`src/rtl/uart_pkg.sv`:
```
// Shared UART types and constants for the transmit and receive paths.
// Line levels and the baud divisor helper are reused by the receiver.
package uart_pkg;

  typedef enum logic [2:0] {
    IDLE   = 3'd0,
    START  = 3'd1,
    DATA   = 3'd2,
    PARITY = 3'd3,
    STOP   = 3'd4
  } tx_state_t;

  localparam logic UART_IDLE_LEVEL  = 1'b1;
  localparam logic UART_START_LEVEL = 1'b0;

  function automatic int calc_clks_per_bit(
    input int clk_freq,
    input int baud_rate
  );
    return clk_freq / baud_rate;
  endfunction

endpackage

```
`src/rtl/uart_tx_fifo.sv`:
```
// Synchronous show-ahead FIFO feeding the UART transmitter.
// Pointers carry an extra MSB so full and empty are distinguishable.
module uart_tx_fifo #(
  parameter int DEPTH = 4,
  parameter int WIDTH = 8
) (
  input  logic                     clk,
  input  logic                     reset,
  input  logic                     push,
  input  logic [WIDTH-1:0]         push_data,
  input  logic                     pop,
  output logic [WIDTH-1:0]         pop_data,
  output logic                     full,
  output logic                     empty,
  output logic [$clog2(DEPTH):0]   count
);

  localparam int AW = $clog2(DEPTH);

  logic [WIDTH-1:0] mem [DEPTH];
  logic [AW:0]      wr_ptr;
  logic [AW:0]      rd_ptr;
  logic             do_push;
  logic             do_pop;

  assign do_push  = push && !full;
  assign do_pop   = pop && !empty;
  assign empty    = wr_ptr == rd_ptr;
  assign full     = (wr_ptr[AW] != rd_ptr[AW]) &&
                    (wr_ptr[AW-1:0] == rd_ptr[AW-1:0]);
  assign count    = wr_ptr - rd_ptr;
  assign pop_data = mem[rd_ptr[AW-1:0]];

  always_ff @(posedge clk) begin
    if (reset) begin
      wr_ptr <= '0;
      rd_ptr <= '0;
    end else begin
      if (do_push) wr_ptr <= wr_ptr + 1'b1;
      if (do_pop)  rd_ptr <= rd_ptr + 1'b1;
    end
  end

  always_ff @(posedge clk) begin
    if (do_push) mem[wr_ptr[AW-1:0]] <= push_data;
  end

endmodule

```
`src/rtl/uart_tx_unit.sv`:
```
// UART transmitter: FIFO-buffered bytes serialised LSB first, 8N1 default.
// Define UART_TX_PARITY_EN to insert an even-parity bit before STOP.
module uart_tx_unit
  import uart_pkg::*;
#(
  parameter int CLK_FREQ   = 50000000,
  parameter int BAUD_RATE  = 115200,
  parameter int DATA_BITS  = 8,
  parameter int FIFO_DEPTH = 4
) (
  input  logic                          clk,
  input  logic                          reset,
  input  logic [DATA_BITS-1:0]          in_data,
  input  logic                          in_valid,
  output logic                          in_ready,
  output logic                          tx,
  output logic                          busy,
  output logic [$clog2(FIFO_DEPTH):0]   fifo_count
);

  localparam int CLKS_PER_BIT = calc_clks_per_bit(CLK_FREQ, BAUD_RATE);
  localparam int CW = (CLKS_PER_BIT > 2) ? $clog2(CLKS_PER_BIT) : 1;
  localparam int BW = $clog2(DATA_BITS);

  localparam logic [2:0] ST_IDLE   = 3'(IDLE);
  localparam logic [2:0] ST_START  = 3'(START);
  localparam logic [2:0] ST_DATA   = 3'(DATA);
`ifdef UART_TX_PARITY_EN
  localparam logic [2:0] ST_PARITY = 3'(PARITY);
`endif
  localparam logic [2:0] ST_STOP   = 3'(STOP);

  if (CLKS_PER_BIT < 2) begin : g_bad_baud
    $error("uart_tx_unit: CLKS_PER_BIT must be at least 2");
  end
  if (DATA_BITS < 5 || DATA_BITS > 8) begin : g_bad_width
    $error("uart_tx_unit: DATA_BITS must be 5..8");
  end
  if (FIFO_DEPTH < 2 || (FIFO_DEPTH & (FIFO_DEPTH - 1)) != 0) begin : g_bad_depth
    $error("uart_tx_unit: FIFO_DEPTH must be a power of two >= 2");
  end

  logic [2:0]           state;
  logic [CW-1:0]        baud_cnt;
  logic [BW-1:0]        bit_cnt;
  logic [DATA_BITS-1:0] shift;
  logic                 tx_q;
`ifdef UART_TX_PARITY_EN
  logic                 parity_q;
`endif

  logic                 fifo_full;
  logic                 fifo_empty;
  logic [DATA_BITS-1:0] pop_data;
  logic                 push;
  logic                 pop;
  logic                 baud_done;
  logic                 last_bit;

  assign in_ready  = !fifo_full;
  assign push      = in_valid && in_ready;
  assign baud_done = baud_cnt == CW'(CLKS_PER_BIT - 1);
  assign last_bit  = bit_cnt == BW'(DATA_BITS - 1);
  // Pop from IDLE, or at the end of STOP so frames run back to back.
  assign pop       = !fifo_empty &&
                     ((state == ST_IDLE) ||
                      (state == ST_STOP && baud_done));

  assign tx   = tx_q;
  assign busy = (state != ST_IDLE) || (fifo_count != '0);

  uart_tx_fifo #(
    .DEPTH (FIFO_DEPTH),
    .WIDTH (DATA_BITS)
  ) u_fifo (
    .clk       (clk),
    .reset     (reset),
    .push      (push),
    .push_data (in_data),
    .pop       (pop),
    .pop_data  (pop_data),
    .full      (fifo_full),
    .empty     (fifo_empty),
    .count     (fifo_count)
  );

  always_ff @(posedge clk) begin
    if (reset) begin
      state    <= ST_IDLE;
      baud_cnt <= '0;
      bit_cnt  <= '0;
      shift    <= '0;
      tx_q     <= UART_IDLE_LEVEL;
    end else begin
      baud_cnt <= baud_done ? '0 : baud_cnt + 1'b1;
      unique case (1'b1)
        state == ST_IDLE: begin
          baud_cnt <= '0;
          tx_q     <= UART_IDLE_LEVEL;
          if (pop) begin
            shift   <= pop_data;
            bit_cnt <= '0;
            tx_q    <= UART_START_LEVEL;
            state   <= ST_START;
          end
        end
        state == ST_START: begin
          if (baud_done) begin
            tx_q  <= shift[0];
            state <= ST_DATA;
          end
        end
        state == ST_DATA: begin
          if (baud_done) begin
            if (last_bit) begin
`ifdef UART_TX_PARITY_EN
              tx_q  <= parity_q;
              state <= ST_PARITY;
`else
              tx_q  <= UART_IDLE_LEVEL;
              state <= ST_STOP;
`endif
            end else begin
              shift   <= shift >> 1;
              tx_q    <= shift[1];
              bit_cnt <= bit_cnt + 1'b1;
            end
          end
        end
`ifdef UART_TX_PARITY_EN
        state == ST_PARITY: begin
          if (baud_done) begin
            tx_q  <= UART_IDLE_LEVEL;
            state <= ST_STOP;
          end
        end
`endif
        state == ST_STOP: begin
          if (baud_done) begin
            if (pop) begin
              shift   <= pop_data;
              bit_cnt <= '0;
              tx_q    <= UART_START_LEVEL;
              state   <= ST_START;
            end else begin
              tx_q  <= UART_IDLE_LEVEL;
              state <= ST_IDLE;
            end
          end
        end
        default: begin
          tx_q  <= UART_IDLE_LEVEL;
          state <= ST_IDLE;
        end
      endcase
    end
  end

`ifdef UART_TX_PARITY_EN
  always_ff @(posedge clk) begin
    if (reset) parity_q <= 1'b0;
    else if (pop) parity_q <= ^pop_data;
  end
`endif

endmodule

```
`config.mk`:
```
export PLATFORM = sky130hd
export DESIGN_NAME = uart_tx_unit
export DESIGN_NICKNAME = d
export VERILOG_FILES = /design/src/rtl/uart_pkg.sv /design/src/rtl/uart_tx_fifo.sv /design/src/rtl/uart_tx_unit.sv
export SDC_FILE = /design/constraint.sdc
export NUM_CORES = 1
export LEC_CHECK = 0
export CAP_MARGIN = 20
export CORE_MARGIN = 2
export CORE_UTILIZATION = 45
export CTS_CLUSTER_DIAMETER = 40
export CTS_CLUSTER_SIZE = 30
export DETAILED_ROUTE_END_ITERATION = 8
export SLEW_MARGIN = 20
export SYNTH_ARGS = -nofsm -noshare
export SYNTH_HDL_FRONTEND = slang
export SYNTH_SLANG_ARGS = --single-unit
export TNS_END_PERCENT = 30
```
`constraint.sdc`:
```
create_clock -name clk -period 2.6 [get_ports clk]
set_clock_uncertainty 0.05 [all_clocks]
set_input_delay 0.52 -clock clk [delete_from_list [all_inputs] [get_ports clk]]
set_output_delay 0.52 -clock clk [all_outputs]
set_load 0.05 [all_outputs]
```
* Word level (Yosys, flattened, before mapping)
Memory sizes are Yosys's and may differ from the RTL's. A register that Yosys moved wholly into a read port is not among the register bits.
Cells that the tools add are included.
** Word-level totals
- Flip-flop bits (word level) :: 30
- Bits in writable memories :: 32
- Bits of input ports :: 11
- Logic and storage cells :: 72
- Memories :: 1
** Operators by class
- $add $sub $neg :: 5
- Equality and inequality tests :: 14
- Multiplexer cells :: 27
- Reductions and logical operators :: 18
** Memory list
- u_fifo.mem :: words 4, bits a word 8, rd ports 1, clocked after Yosys merged registers in 1, write ports 1, line uart_tx_fifo.sv:20 : logic [WIDTH-1:0] mem [DEPTH];
** Operators by type and width (count)
- 8-bit two-way mux :: 4
- 3-bit two-way mux :: 9
- 8-bit case mux with 3 select lines :: 1
- 3-bit case mux with 4 select lines :: 1
- 2-bit inequality test (second input constant) :: 5
- 3-bit by 1-bit adder with 3-bit output (second input constant) :: 3
- 9-bit by 1-bit adder with 9-bit output (second input constant) :: 1
- 9-bit equality test (second input constant) :: 1
- 3-bit case mux with 3 select lines :: 1
- 3-bit nonzero test :: 3
- 1-bit two-way mux :: 8
- 3-bit equality test (second input constant) :: 2
- 1-bit logical AND :: 6
- 5-bit AND reduction :: 1
- 2-bit two-way mux :: 2
- 1-bit case mux with 4 select lines :: 1
- 4-bit AND reduction :: 1
- 3-bit by 1-bit equality test with 1-bit output (second input constant) :: 1
- 3-bit by 2-bit equality test with 1-bit output (second input constant) :: 1
- 3-bit equality test :: 1
- 3-bit zero test :: 1
- 3-bit AND reduction :: 1
- 3-bit OR reduction :: 1
- 3-bit subtractor :: 1
- 5 further kinds :: 7

* Logic depth before layout (Yosys ltp)
Gate-level depths: netlist of run 1.
- Word-level depth :: 7
- Gate-level depth with buffers :: 8
- Mapped depth without buffers :: 7

* Modules after synthesis
Synthesis of run 1 repeated with hierarchy kept, for this count alone.
** Unflattened totals
- Cells, all modules :: 247
- Area, all modules :: 2991.6 sq um
** Modules (own cells, without submodules)
- uart_tx_fifo :: instances 1, cells each 109, area an instance 1742.9 sq um
- uart_tx_unit :: instances 1, cells each 138, area an instance 1248.7 sq um

* Least setup slack after synthesis of run 1
Ideal clock, no wire load.
- Path type :: register -> output
- Start :: reg u_fifo.wr_ptr[0]
- End :: out busy
- Data arrival time :: 2408 ps
- Setup slack :: -378 ps
- Stages on the path, launching flop included :: 6
- Path buffers :: 0
- Cells stage by stage :: dfxtp_1 -> inv_1 -> ha_1 -> fa_1 -> xnor2_1 -> nand4b_1
** On the way
- Cells in the longest elaborated chain, start to end :: 3
** Ends and longest elaborated chain
- from (decl) :: line uart_tx_fifo.sv:21 : logic [AW:0] wr_ptr;
- from (signal assigned) :: line uart_tx_fifo.sv:39 : if (do_push) wr_ptr <= wr_ptr + 1'b1;
- 3-bit subtractor :: line uart_tx_fifo.sv:31 : assign count = wr_ptr - rd_ptr;
- via fifo_count[2] :: line uart_tx_unit.sv:18 : output logic [$clog2(FIFO_DEPTH):0] fifo_count
- 3-bit nonzero test :: line uart_tx_unit.sv:70 : assign busy = (state != ST_IDLE) || (fifo_count != '0);
- 1-bit logical OR :: line uart_tx_unit.sv:70
- to (decl) :: line uart_tx_unit.sv:17 : output logic busy,
The timed path passes the listed nets, and every way through them passes these cells.

* Final worst setup path of run 1
- Start :: reg u_fifo.wr_ptr[0]
- End :: out busy
** On the way
- Cells in the longest elaborated chain, start to end :: 3
** Ends and longest elaborated chain (line)
- 3-bit subtractor :: uart_tx_fifo.sv:31
- 3-bit nonzero test :: uart_tx_unit.sv:70
- 1-bit logical OR :: uart_tx_unit.sv:70
Every way passes these cells.

==> results.toml, run 1 <==
[timing]
finalSetupViolCount = 0
finalHoldViolCount = 0
fin_crit_sh_pct = 96.0
period_needed_ns = 2.50
setup_tns_ns = 0
report.final.slew_viol_count = 0
maxSlewHeadroom_pct = 58.5
rsz0062_at_grt = "no"
fmax_mhz = 401
worst_slew_pin_slew_ns = 0.621

[die]
die_h_um = 83.4
placementRows = 28
start_util_pct = 47.1
ios = 17
core_region_area_mm2 = 0.00603
dieWidth_um = 83.4
dieArea_mm2 = 0.00696

[route]
num_vias = 1720
drtAntennaViolNets = 0
drtIter0Drc = 65
firstDrtPassIters = 4
wl_per_cell_um = 14.2
wl_mm = 4.71
via_per_inst = 5.18
drc = 0

[clock_network]
cts-hold-fix-buffers = 0
clkTransAtPathRegs_ns = 0.07
clkSinkCount = 64
postCtsSetupBuffers = 0
cts_made_buffers = 9
clk_path_buf_depth = 2
clockRootBuffer = "clkbuf_8"
h-tree-depth = 3
clock_latency_ns = 0.33
tritoncts = "done"

[synth]
synth_top_area_share_pct = 33.8
async_flop_share_pct = 0
synth_edf_count = 32
synth.net_count = 254
synth_compound_area_share_pct = 8.41
synth_top_family_by_area = "simple AND/OR/NAND/NOR gates"
netlist_area_mm2 = 0.00284
ys_top_cells_by_area = "edfxtp_1 (34%), dfxtp_1 (23%), mux4_2 (6.3%)"
yosysTopAreaCell = "edfxtp_1"
synth_xor_area_share_pct = 4.63
yosysSeqAreaShare_pct = 56.4
synth_flop_cell = "edfxtp_1"
syn_inst = 231
yosys_warnings = 0
synth_simple_gate_area_share_pct = 13.9
avgSynthCellArea_um2 = 12.3
synthMuxAreaShare_pct = 7.05
synth-adder-area-share_pct = 5.55
synthDistinctLibCells = 36
ys_seq_elements = 64

[worst_setup_path]
crit_path_top_delay_cell = "fa_2"
crit_fanout = 4
r2r_cells = 6
rrSetupSlack_ns = 0.44
crit_cells = 6
cp_cell_sequence = "inv_2, ha_2, fa_2, xnor2_4, nand4b_1, buf_12"
crit_buf_inv = 2
crit_start = "u_fifo.wr_ptr[0]"
path_class = "reg -> out"
crit_required_ns = 2.03
arrival_ns = 1.93
cp-endpoint = "busy"
critPathLaunchType = "register"
crit_family = "adder cells"
critPathCaptureType = "output pin"
r2r-start = "u_fifo.rd_ptr[1]"
cp_slowest_stage_delay_ns = 0.40
rr_endpoint = "shift[1]"

[placement]
hpwl_mm = 3.23
io_buffers = 16
gp_congestion = 0.712

[power]
power.density_mw_per_mm2 = 1050
ir_drop_uv = 572
leakagePower_nw = 1.17

[layout]
mostFrequentLayoutCells = "nor2_1 (34), edfxtp_1 (32), dfxtp_1 (31), nand2_1 (18), clkdlybuf4s50_1 (11)"
finalNetCount = 275
num_antenna_cells = 0
drive_gt1_share_pct = 19.1
fin_util_pct = 55.6
areaGrowthSynthToFinish_pct = 17.9
layout_commonest_cell = "nor2_1"

[outcome]
status = "finished, final reports clean"

[worst_hold_path]
hold_class = "reg -> reg"

[global_routing]
grt_pass1_wl_mm = 8.10
track_usage_pct = 14.8
antenna_found_initial = 0
grt_max_degree = 24
grt_overflow = 0
grt_pass1_vias = 1734

[flow_run]
maxCapViolCount = 0
-- worst min path at each step --
stage	endpoint	cells past startpoint	from	slack (ns)
4_1_cts	shift[7]	2	shift[7]	0.43
6_report	bit_cnt[2]	2	bit_cnt[2]	0.42
3_5_place_dp	shift[7]	2	shift[7]	0.41
3_3_place_gp	bit_cnt[2]	2	bit_cnt[2]	0.41
2_1_floorplan	baud_cnt[0]	1	baud_cnt[0]	0.40
5_1_grt	shift[7]	2	shift[7]	0.45
-- cells by family (layout without fill, tap and decap cells) --
| kind of cell | Yosys count | count (layout) |
|---|---|---|
| adder cells (fa/ha/maj) | 12 | 12 |
| flip-flops | 64 | 64 |
| buffers and inverters | 21 | 47 |
| AND/OR/NAND/NOR | 83 | 83 |
| multiplexers | 10 | 10 |
| AO/OA/AOI/OAI | 26 | 26 |
| XOR/XNOR | 15 | 15 |
-- sequential cells by signal, summed over array words and instances (netlist names), named ones only --
| name | cells |
|---|---|
| bit_cnt | 3 |
| tx | 1 |
| state | 3 |
| shift | 8 |
| u_fifo.mem | 32 |
| u_fifo.wr_ptr | 3 |
| u_fifo.rd_ptr | 3 |
| baud_cnt | 9 |
-- report_power, final --
group	switching, mW	internal [mW]	total, mW
Clock	0.385	0.638	1.02
Combinational	0.616	0.549	1.17
Sequential	0.132	1.20	1.33
-- cell usage after synthesis (all sizes together), types with 2 or more instances --
library cell,n
dfxtp,32
ha,11
nand4b,2
inv,10
nand2b,5
nand2,18
a311oi,8
xor2,5
nand4,2
mux4,8
nor2,34
o21ai,3
xnor2,10
nor3,5
mux2i,2
and2,4
a21oi,7
clkbuf,4
buf,7
edfxtp,32
nand3,9
-- worst reg2reg max path, stage by stage (launching register included) --
cell	delay, ns
dfxtp_1	0.42
inv_1	0.07
ha_1	0.36
a311oi_2	0.35
o32a_2	0.49
nor2_1	0.10
a311oi_2	0.23
-- what timing repair did --
action | in CTS | in global routing
pin swaps | 0 | 1
setup endpoints to repair | 1 | 1
resized for setup | 2 | 3
-- per-layer routing --
metal	vias to the layer above	global-route usage (%)	share of wire, %
li1	869	-	-
met1	831	18.2	48
met2	18	24.0	49
met3	2	5.67	2.6
met4	0	4.99	0.40
met5	-	0	0
-- cell type report --
type / count / area (um2)
clock buffers: 9 / 124
clock inverters: 7 / 119
fillers: 502 / 2680
inverters: 10 / 37.5
multi-input cells: 146 / 1150
flip-flops and latches: 64 / 1610
well taps: 75 / 93.8
repair buffers: 21 / 223
-- stage by stage --
| stage | hold slack [ns] | worst slack (ns) | std cells | cell area [um2] | total power [mW] |
|---|---|---|---|---|---|
| 2_1_floorplan | 0.395 | 0.0619 | 231 | 2860 | 2.22 |
| 3_3_place_gp | 0.409 | 0.306 | 316 | 3100 | 2.52 |
| 3_5_place_dp | 0.414 | 0.284 | 316 | 3100 | 2.52 |
| 4_1_cts | 0.427 | 0.0376 | 332 | 3340 | 3.56 |
| 5_1_grt | 0.455 | 0.0240 | 332 | 3350 | 3.71 |
| 6_report | 0.423 | 0.104 | 332 | 3350 | 3.52 |
Power figures use the tool's default switching activity.
==> run 2, diff against run 1 <==
--- a/config.mk
+++ b/config.mk
@@ -7,10 +7,11 @@
 export LEC_CHECK = 0
 export CAP_MARGIN = 20
 export CORE_MARGIN = 2
-export CORE_UTILIZATION = 45
+export CORE_UTILIZATION = 47
 export CTS_CLUSTER_DIAMETER = 40
 export CTS_CLUSTER_SIZE = 30
 export DETAILED_ROUTE_END_ITERATION = 8
+export PLACE_DENSITY = 0.65
 export SLEW_MARGIN = 20
 export SYNTH_ARGS = -nofsm -noshare
 export SYNTH_HDL_FRONTEND = slang
==> run 2 against run 1 <==
Effect of this change:
- first-iteration DRC count up 57%
- clock power shrank 15%
- total power is 4.0% lower
- combinational power about the same
- die area shrank 4.1%
- wire length decreased by 0.45%
- setup slack worse by 0.016 ns
- non-clock buffer count unchanged
- count of clock-buffer cells in the layout stayed put
- critical path type unchanged
- critical endpoint unchanged
- largest cell class unchanged
- highest routed layer unchanged
==> results.toml, run 2 (same netlist as run 1, synthesis figures left out) <==
[clock_network]
clock_latency_ns = 0.34
clkSinkCount = 64
h-tree-depth = 3
tritoncts = "done"
cts_made_buffers = 9
clkTransAtPathRegs_ns = 0.08
clockRootBuffer = "clkbuf_8"
clk_path_buf_depth = 2
cts-hold-fix-buffers = 0

[power]
leakagePower_nw = 1.15
seq_power_share_pct = 39.3
p_comb_share_pct = 35.1
switching_share_pct = 34.6
ir_drop_uv = 519
pwr-share-clk_pct = 25.5
power.internal_mw = 2.21
power.density_mw_per_mm2 = 1020
netSwitchingPower_mw = 1.17

[layout]
num-fill-cells = 511
layout_commonest_cell = "nor2_1"
num_antenna_cells = 0
largest_reg_flops = 32
drive_gt1_share_pct = 19.5
mostFrequentLayoutCells = "nor2_1 (34), edfxtp_1 (32), dfxtp_1 (31), nand2_1 (18), clkdlybuf4s50_1 (11)"
finalNetCount = 275
areaGrowthSynthToFinish_pct = 16.6
postLayoutCellArea_mm2 = 0.00331

[timing]
worst_slew_pin_slew_ns = 0.637
rsz0062_at_grt = "no"
setup_tns_ns = 0
fmax_mhz = 398
fin_crit_sh_pct = 96.6
period_needed_ns = 2.51
finalHoldViolCount = 0
maxSlewHeadroom_pct = 57.4
finalSetupViolCount = 0
report.final.slew_viol_count = 0

[worst_hold_path]
hold_class = "reg -> reg"

[worst_setup_path]
crit_path_top_delay_cell = "fa_2"
crit_start = "u_fifo.wr_ptr[0]"
r2r_cells = 6
r2r-start = "u_fifo.rd_ptr[1]"
critPathCaptureType = "output pin"
crit_fanout = 4
rr_endpoint = "shift[5]"
rrSetupSlack_ns = 0.52
arrival_ns = 1.94
cp_cell_sequence = "inv_2, ha_2, fa_2, xnor2_4, nand4b_1, buf_12"
cp_slowest_stage_delay_ns = 0.40
cp-endpoint = "busy"
crit_required_ns = 2.03
critPathLaunchType = "register"
path_class = "reg -> out"

[route]
num_vias = 1730
firstDrtPassIters = 4
drtIter0Drc = 102
wl_per_cell_um = 14.1
drtAntennaViolNets = 0
drc = 0
wl_mm = 4.69
via_per_inst = 5.21

[global_routing]
antenna_found_initial = 0
grt_pass1_wl_mm = 7.98
track_usage_pct = 16.3
grt_overflow = 0
grt_pass1_vias = 1680
grt_max_degree = 24

[placement]
gp_congestion = 0.721
hpwl_mm = 3.16
place_area_mm2 = 0.00310
io_buffers = 16

[die]
placementRows = 28
dieWidth_um = 81.7
dieArea_mm2 = 0.00668
ios = 17
die_h_um = 81.7
core_region_area_mm2 = 0.00589
start_util_pct = 48.3

[flow_run]
maxCapViolCount = 0

[outcome]
status = "finished, final reports clean"
==> run 2: how the worst min path moves through the flow <==
stage,slack (ns),end,start,depth (start not counted)
floorplan,0.40,baud_cnt[0],baud_cnt[0],1
global placement,0.41,bit_cnt[1],bit_cnt[1],2
detailed placement,0.42,baud_cnt[0],baud_cnt[0],1
CTS,0.44,bit_cnt[2],bit_cnt[2],2
global route,0.45,bit_cnt[2],bit_cnt[2],2
finish,0.43,bit_cnt[2],bit_cnt[2],2
==> run 2: what timing repair did <==
item                                    in CTS  in global routing
endpoints found under the hold margin        0                  0
resized for setup                            2                  3
endpoints found under the setup margin       1                  1
buffers inserted                             0                  0
pin swaps                                    0                  2
==> run 2: layout make-up <==
type,count,area (um2),share of cell area (%)
inverter,10,37.5,1.13
clock buffer,9,124,3.74
clock inverter,7,80.1,2.42
tap,75,93.8,2.83
sequential,64,1610,48.5
timing repair buffer,21,223,6.73
multi-input combinational,146,1150,34.7
==> run 2: per-layer routing <==
layer / vias up / wire length (um) / track usage [%]
li1: 870 / - / -
met1: 830 / 2220 / 21.0
met2: 18 / 2230 / 25.2
met3: 12 / 131 / 3.96
met4: 0 / 114 / 9.00
met5: - / 0 / 0
==> run 2: power groups by stage <==
stage / Sequential (mW) / Combinational [mW] / Clock, mW
floorplan: 1.30 / 0.923 / 0
global placement: 1.35 / 1.18 / 0
detailed placement: 1.35 / 1.19 / 0
CTS: 1.33 / 1.20 / 0.888
global route: 1.36 / 1.29 / 0.924
finish: 1.33 / 1.19 / 0.862
==> run 2: critical path, delay by kind of cell, from the launching register on <==
family | cells | cell delay (ns)
flip-flops | 1 | 0.37
XOR/XNOR | 1 | 0.15
AND/OR/NAND/NOR | 1 | 0.26
buffers and inverters | 2 | 0.25
adder cells (fa/ha/maj) | 2 | 0.57
==> run 2: stage by stage <==
step	setup WS (ns)	total power, mW	hold slack (ns)	instances	utilization, %
after detailed placement	0.279	2.55	0.420	316	52.6
after global placement	0.304	2.53	0.408	316	52.6
after CTS	0.0398	3.42	0.438	332	56.2
final	0.0885	3.38	0.431	332	56.3
after floorplan	0.0619	2.22	0.395	231	-
after global routing	0.0219	3.57	0.453	332	56.3
==> variant 1 (settings of run 1) <==
Set the parameter `CLK_FREQ` to 100000000 (it was 50000000).
--- a/src/rtl/uart_tx_unit.sv
+++ b/src/rtl/uart_tx_unit.sv
@@ -4,5 +4,5 @@
   import uart_pkg::*;
 #(
-  parameter int CLK_FREQ   = 50000000,
+  parameter int CLK_FREQ   = 100000000,
   parameter int BAUD_RATE  = 115200,
   parameter int DATA_BITS  = 8,
Formal check against the unedited RTL: no difference found for any inputs over 10 cycles, from zero or initial values and one cycle with reset high; that may be too few to reach the edited logic, so the function may still have changed.
==> variant 1 against run 1 <==
  * Critical path depth unchanged
  * Total power down 3.9%
  * Synthesized area up 7.0%
  * Setup slack worse by 0.019 ns
  * Die area up 6.7%
  * Routed wire length up 15%
  * Register-to-register slack worse by 0.04 ns
  * Combinational power down 9%
  * Design area up 6.7%
  * Core utilization down 0.24 points
  * Sequential cell count up 1
==> variant 1: results (changes against run 1) <==
r2r setup slk 0.40 ns (-0.04 ns); Synth Area in Adders 4.77% (-0.78 points); vias in the first global route 1,847 (+6.5%); nets 293 (+6.5%); grt ovf 0 (unchanged); clk slew on worst S/H paths 0.08 ns; area growth from synthesis to layout 17.6%; status complete, no violations; clock latency at the later pin of the worst-skew pair 0.35 ns (+0.02 ns); WHS Endpoint baud_cnt[0]; Resized cells post-CTS 3 (+1); largest net degree at the start of global routing 25 (+4.2%); setup slack at placement 0.247 ns (-0.0366 ns); worst reg-to-reg path cell count 7 (+1); share of cells above drive strength 1 19.2% (+0.14 points); DR vias/cell 5.31 (+2.6%); XOR/XNOR Fraction of Synth Area 4.03% (-0.59 points); RR Endpoint shift[2]; count of cell types in the netlist 47 (+31%); top post-synthesis cells by area edfxtp_1, dfxtp_1, mux4_2; sequential fraction of the synthesis area 53.3% (-3.1 points); DP Wirelength 3.86 mm (+19%); synthesized net count 271 (+6.7%); first-pass GRT wire length 9.25 mm (+14%); r2r startpoint bit_cnt[0]; fill count 569 (+13%); Area after DPL 3330 um^2 (+7.4%); RePlAce Congestion 0.756 (+6.2%); Worst Path Max Fanout 3 (-1); total track usage 16.5% (+1.6 points); Hold Startpoint baud_cnt[0]; Hold Worst Slack 0.424 ns (+0.00103 ns); routed len/inst 15.4 um (+8.4%); Synth Flop Type dfxtp_1; Cells after DPL 336 (+6.3%); mean area per synthesized cell 12.2 um^2 (-0.69%); Slew @ Worst Pin 0.574 ns (-0.0469 ns); Detailed Route WL 5.43 mm (+15%); mux share of post-synthesis cell area 13.6% (+6.5 points); Max VDD drop 0.497 mV (-13%); Synth Area in Compound Gates 6.63% (-1.8 points); Hold Crit Depth 1 (-1); Post-synth top cells dfxtp_1, edfxtp_1, nor2_1, mux2i_1; Initial DRC Count 115 (+77%)
## variant 1: changes by cell type in the layout (fill, tap and decap cells not counted), sizes merged, moves of 5 or more
cell / before / now
mux2: 0 / 8
nor2b: 0 / 8
nand2: 18 / 10
mux2i: 2 / 12
nor2: 34 / 28
a311oi: 8 / 1
o21ai: 3 / 8
## variant 1: power breakdown
part / switching, mW / total (mW) / leakage [nW] / internal [mW]
registers: 0.119 / 1.32 / 0.563 / 1.20
clock network: 0.443 / 1.00 / 0.114 / 0.560
logic: 0.529 / 1.06 / 0.602 / 0.533
## variant 1: critical path, cell delays in order (launching register included)
cell	delay [ns]
dfxtp_4	0.36
inv_1	0.07
ha_2	0.18
fa_2	0.40
xnor2_4	0.17
nand4b_1	0.23
buf_12	0.19
## variant 1: worst max path at each step
stage	start	endpoint	slack, ns	cells past startpoint
2_1_floorplan	u_fifo.wr_ptr[0]	busy	0.06	5
3_3_place_gp	u_fifo.wr_ptr[0]	busy	0.32	6
3_5_place_dp	u_fifo.wr_ptr[0]	busy	0.25	6
4_1_cts	u_fifo.wr_ptr[0]	busy	0.03	6
5_1_grt	u_fifo.wr_ptr[0]	busy	0.002	6
6_report	u_fifo.wr_ptr[0]	busy	0.09	6
## variant 1: area by class of cell
type | count | area share (%)
Multi-Input combinational cell | 163 | 37.7
Inverter | 9 | 0.945
Clock inverter | 7 | 3.01
Sequential cell | 65 | 45.5
Tap cell | 77 | 2.70
Timing Repair Buffer | 23 | 6.69
Clock buffer | 9 | 3.47
## variant 1: metal layers
layer,vias up,share of wire [%],wire length (um),GRT usage (%)
met2,22,46,2520,25.0
met5,-,0,0,0
met1,899,49,2680,22.8
li1,950,-,-,-
met4,0,1.3,72,5.97
met3,5,2.9,158,4.57
==> variant 2 (flow settings as in run 1) <==
Made on the original files. Put a register stage on the output `fifo_count`, cleared by the reset. The value now appears one clock later. The other outputs are not delayed to match.
--- a/src/rtl/uart_tx_unit.sv
+++ b/src/rtl/uart_tx_unit.sv
@@ -30,4 +30,6 @@
 `endif
   localparam logic [2:0] ST_STOP   = 3'(STOP);
+
+  logic [$clog2(FIFO_DEPTH):0] fifo_count_d;
 
   if (CLKS_PER_BIT < 2) begin : g_bad_baud
@@ -68,5 +70,5 @@
 
   assign tx   = tx_q;
-  assign busy = (state != ST_IDLE) || (fifo_count != '0);
+  assign busy = (state != ST_IDLE) || (fifo_count_d != '0);
 
   uart_tx_fifo #(
@@ -82,5 +84,5 @@
     .full      (fifo_full),
     .empty     (fifo_empty),
-    .count     (fifo_count)
+    .count     (fifo_count_d)
   );
 
@@ -164,4 +166,12 @@
 `endif
 
+  always_ff @(posedge clk) begin
+    if (reset) begin
+      fifo_count <= '0;
+    end else begin
+      fifo_count <= fifo_count_d;
+    end
+  end
+
 endmodule
 
Behaviour: not the same (Yosys sat finds a counterexample within 4 cycles, from zero or initial values and one cycle with reset high).
==> variant 2 against run 1 <==
  * Routed wire length is 13% higher
  * Total power shrank 13%
  * Design area increased by 0.52%
  * Sequential cell count up 3
  * Combinational power decreased by 30%
  * Non-clock buffer count is 3 lower
  * Critical path type unchanged
  * Synthesized area is 3.3% higher
  * Setup slack gained 0.027 ns
  * Sequential share of layout area increased by 1.5 points
  * First-iteration DRC count up 29%
==> variant 2: results (changes against run 1) <==
vias in the first global route 1,720 (-0.81%); count of cell types in the netlist 43 (+19%); DP Wirelength 3.58 mm (+11%); total track usage 15.8% (+0.93 points); first-pass GRT wire length 8.62 mm (+6.4%); Slew Limit Headroom 35.1% (-23 points); Data arrival, critical path 1.90 ns (-0.03 ns); met2 wire len 2.36 mm (+1.6%); Leakage 1.19 nW (+1.6%); worst hold path type reg2reg; # port buffers 16 (unchanged); setup slack at placement 0.294 ns (+0.0103 ns); CTS H-tree depth 3 (unchanged); met3 wire len 171 um (+38%); Area after DPL 3160 um^2 (+2.0%); status complete, no violations; met3 Track Usage GR 4.13% (-1.5 points); WL met1 2.66 mm (+19%); Synth Flop Type dfxtp_1; Post-synth top cells dfxtp_1, edfxtp_1, nor2_1, clkbuf_1, ha_1; sequential fraction of the synthesis area 56.6% (+0.22 points); share of cells above drive strength 1 13.6% (-5.5 points); DR vias/cell 5.61 (+8.2%); RePlAce Congestion 0.752 (+5.6%); top post-synthesis cells by area edfxtp_1, dfxtp_1, mux4_2; routed len/inst 15.9 um (+12%); nets 276 (+0.36%); synthesized net count 261 (+2.8%); Max VDD drop 0.445 mV (-22%); clock latency at the later pin of the worst-skew pair 0.35 ns (+0.02 ns); M2 GR Usage 21.7% (-2.4 points); grt met1 use 22.8% (+4.6 points); ant diodes 0 (unchanged); Initial DRC Count 84 (+29%); Cells after DPL 319 (+0.95%); Detailed Route WL 5.32 mm (+13%); mean area per synthesized cell 12.3 um^2 (+0.31%)
-- variant 2: cell types whose count changed in the layout (fill, tap and decap cells not counted), moves of 6 or more --
cell and delta:
o21ai_1 +7, mux2i_1 +6, nand2_1 -12, nor2_1 -12, o311ai_0 +9, a311oi_2 -8
-- variant 2: kinds of logic (layout without fill, tap and decap cells) --
family | Yosys count | count (layout) | share of synthesized area, %
fa+ha+maj | 12 | 12 | 5.37
xor+xnor | 13 | 13 | 4.14
simple gates | 60 | 60 | 11.1
mux | 16 | 16 | 8.87
buf+inv | 22 | 42 | 2.90
compound gates | 48 | 48 | 11.0
flops | 67 | 67 | 56.6
-- variant 2: power breakdown --
part | switching (mW) | internal (mW)
registers | 0.108 | 1.24
clock network | 0.428 | 0.449
logic | 0.465 | 0.359
-- variant 2: path summary, 6_finish.rpt --
path	from	endpoint	slack, ns	depth (start not counted)
setup / recovery	u_fifo.wr_ptr[0]	busy	0.13	6
hold / removal	baud_cnt[0]	baud_cnt[0]	0.42	1
setup reg to reg	u_fifo.wr_ptr[0]	shift[0]	0.31	6
hold reg to reg	baud_cnt[0]	baud_cnt[0]	0.42	1
-- variant 2: final cells by class --
| class | count | area [um^2] |
|---|---|---|
| fillers | 570 | 2950 |
| flip-flops and latches | 67 | 1660 |
| multi-input cells | 149 | 1200 |
| repair buffers | 18 | 183 |
| clock buffers | 9 | 124 |
| well taps | 77 | 96.3 |
| clock inverters | 7 | 75.1 |
| inverters | 8 | 30.0 |
-- variant 2: repair_timing --
action	CTS	global route
endpoints found under the hold margin	0	0
pin swaps	2	1
gates resized for setup	0	2
endpoints found under the setup margin	1	9
-- variant 2: worst max-delay path: stages, from the launching register on --
cell and delay (ns):
dfxtp_2 0.36, inv_1 0.08, ha_1 0.19, fa_1 0.40
xnor2_2 0.16, nand4_1 0.17, buf_12 0.19
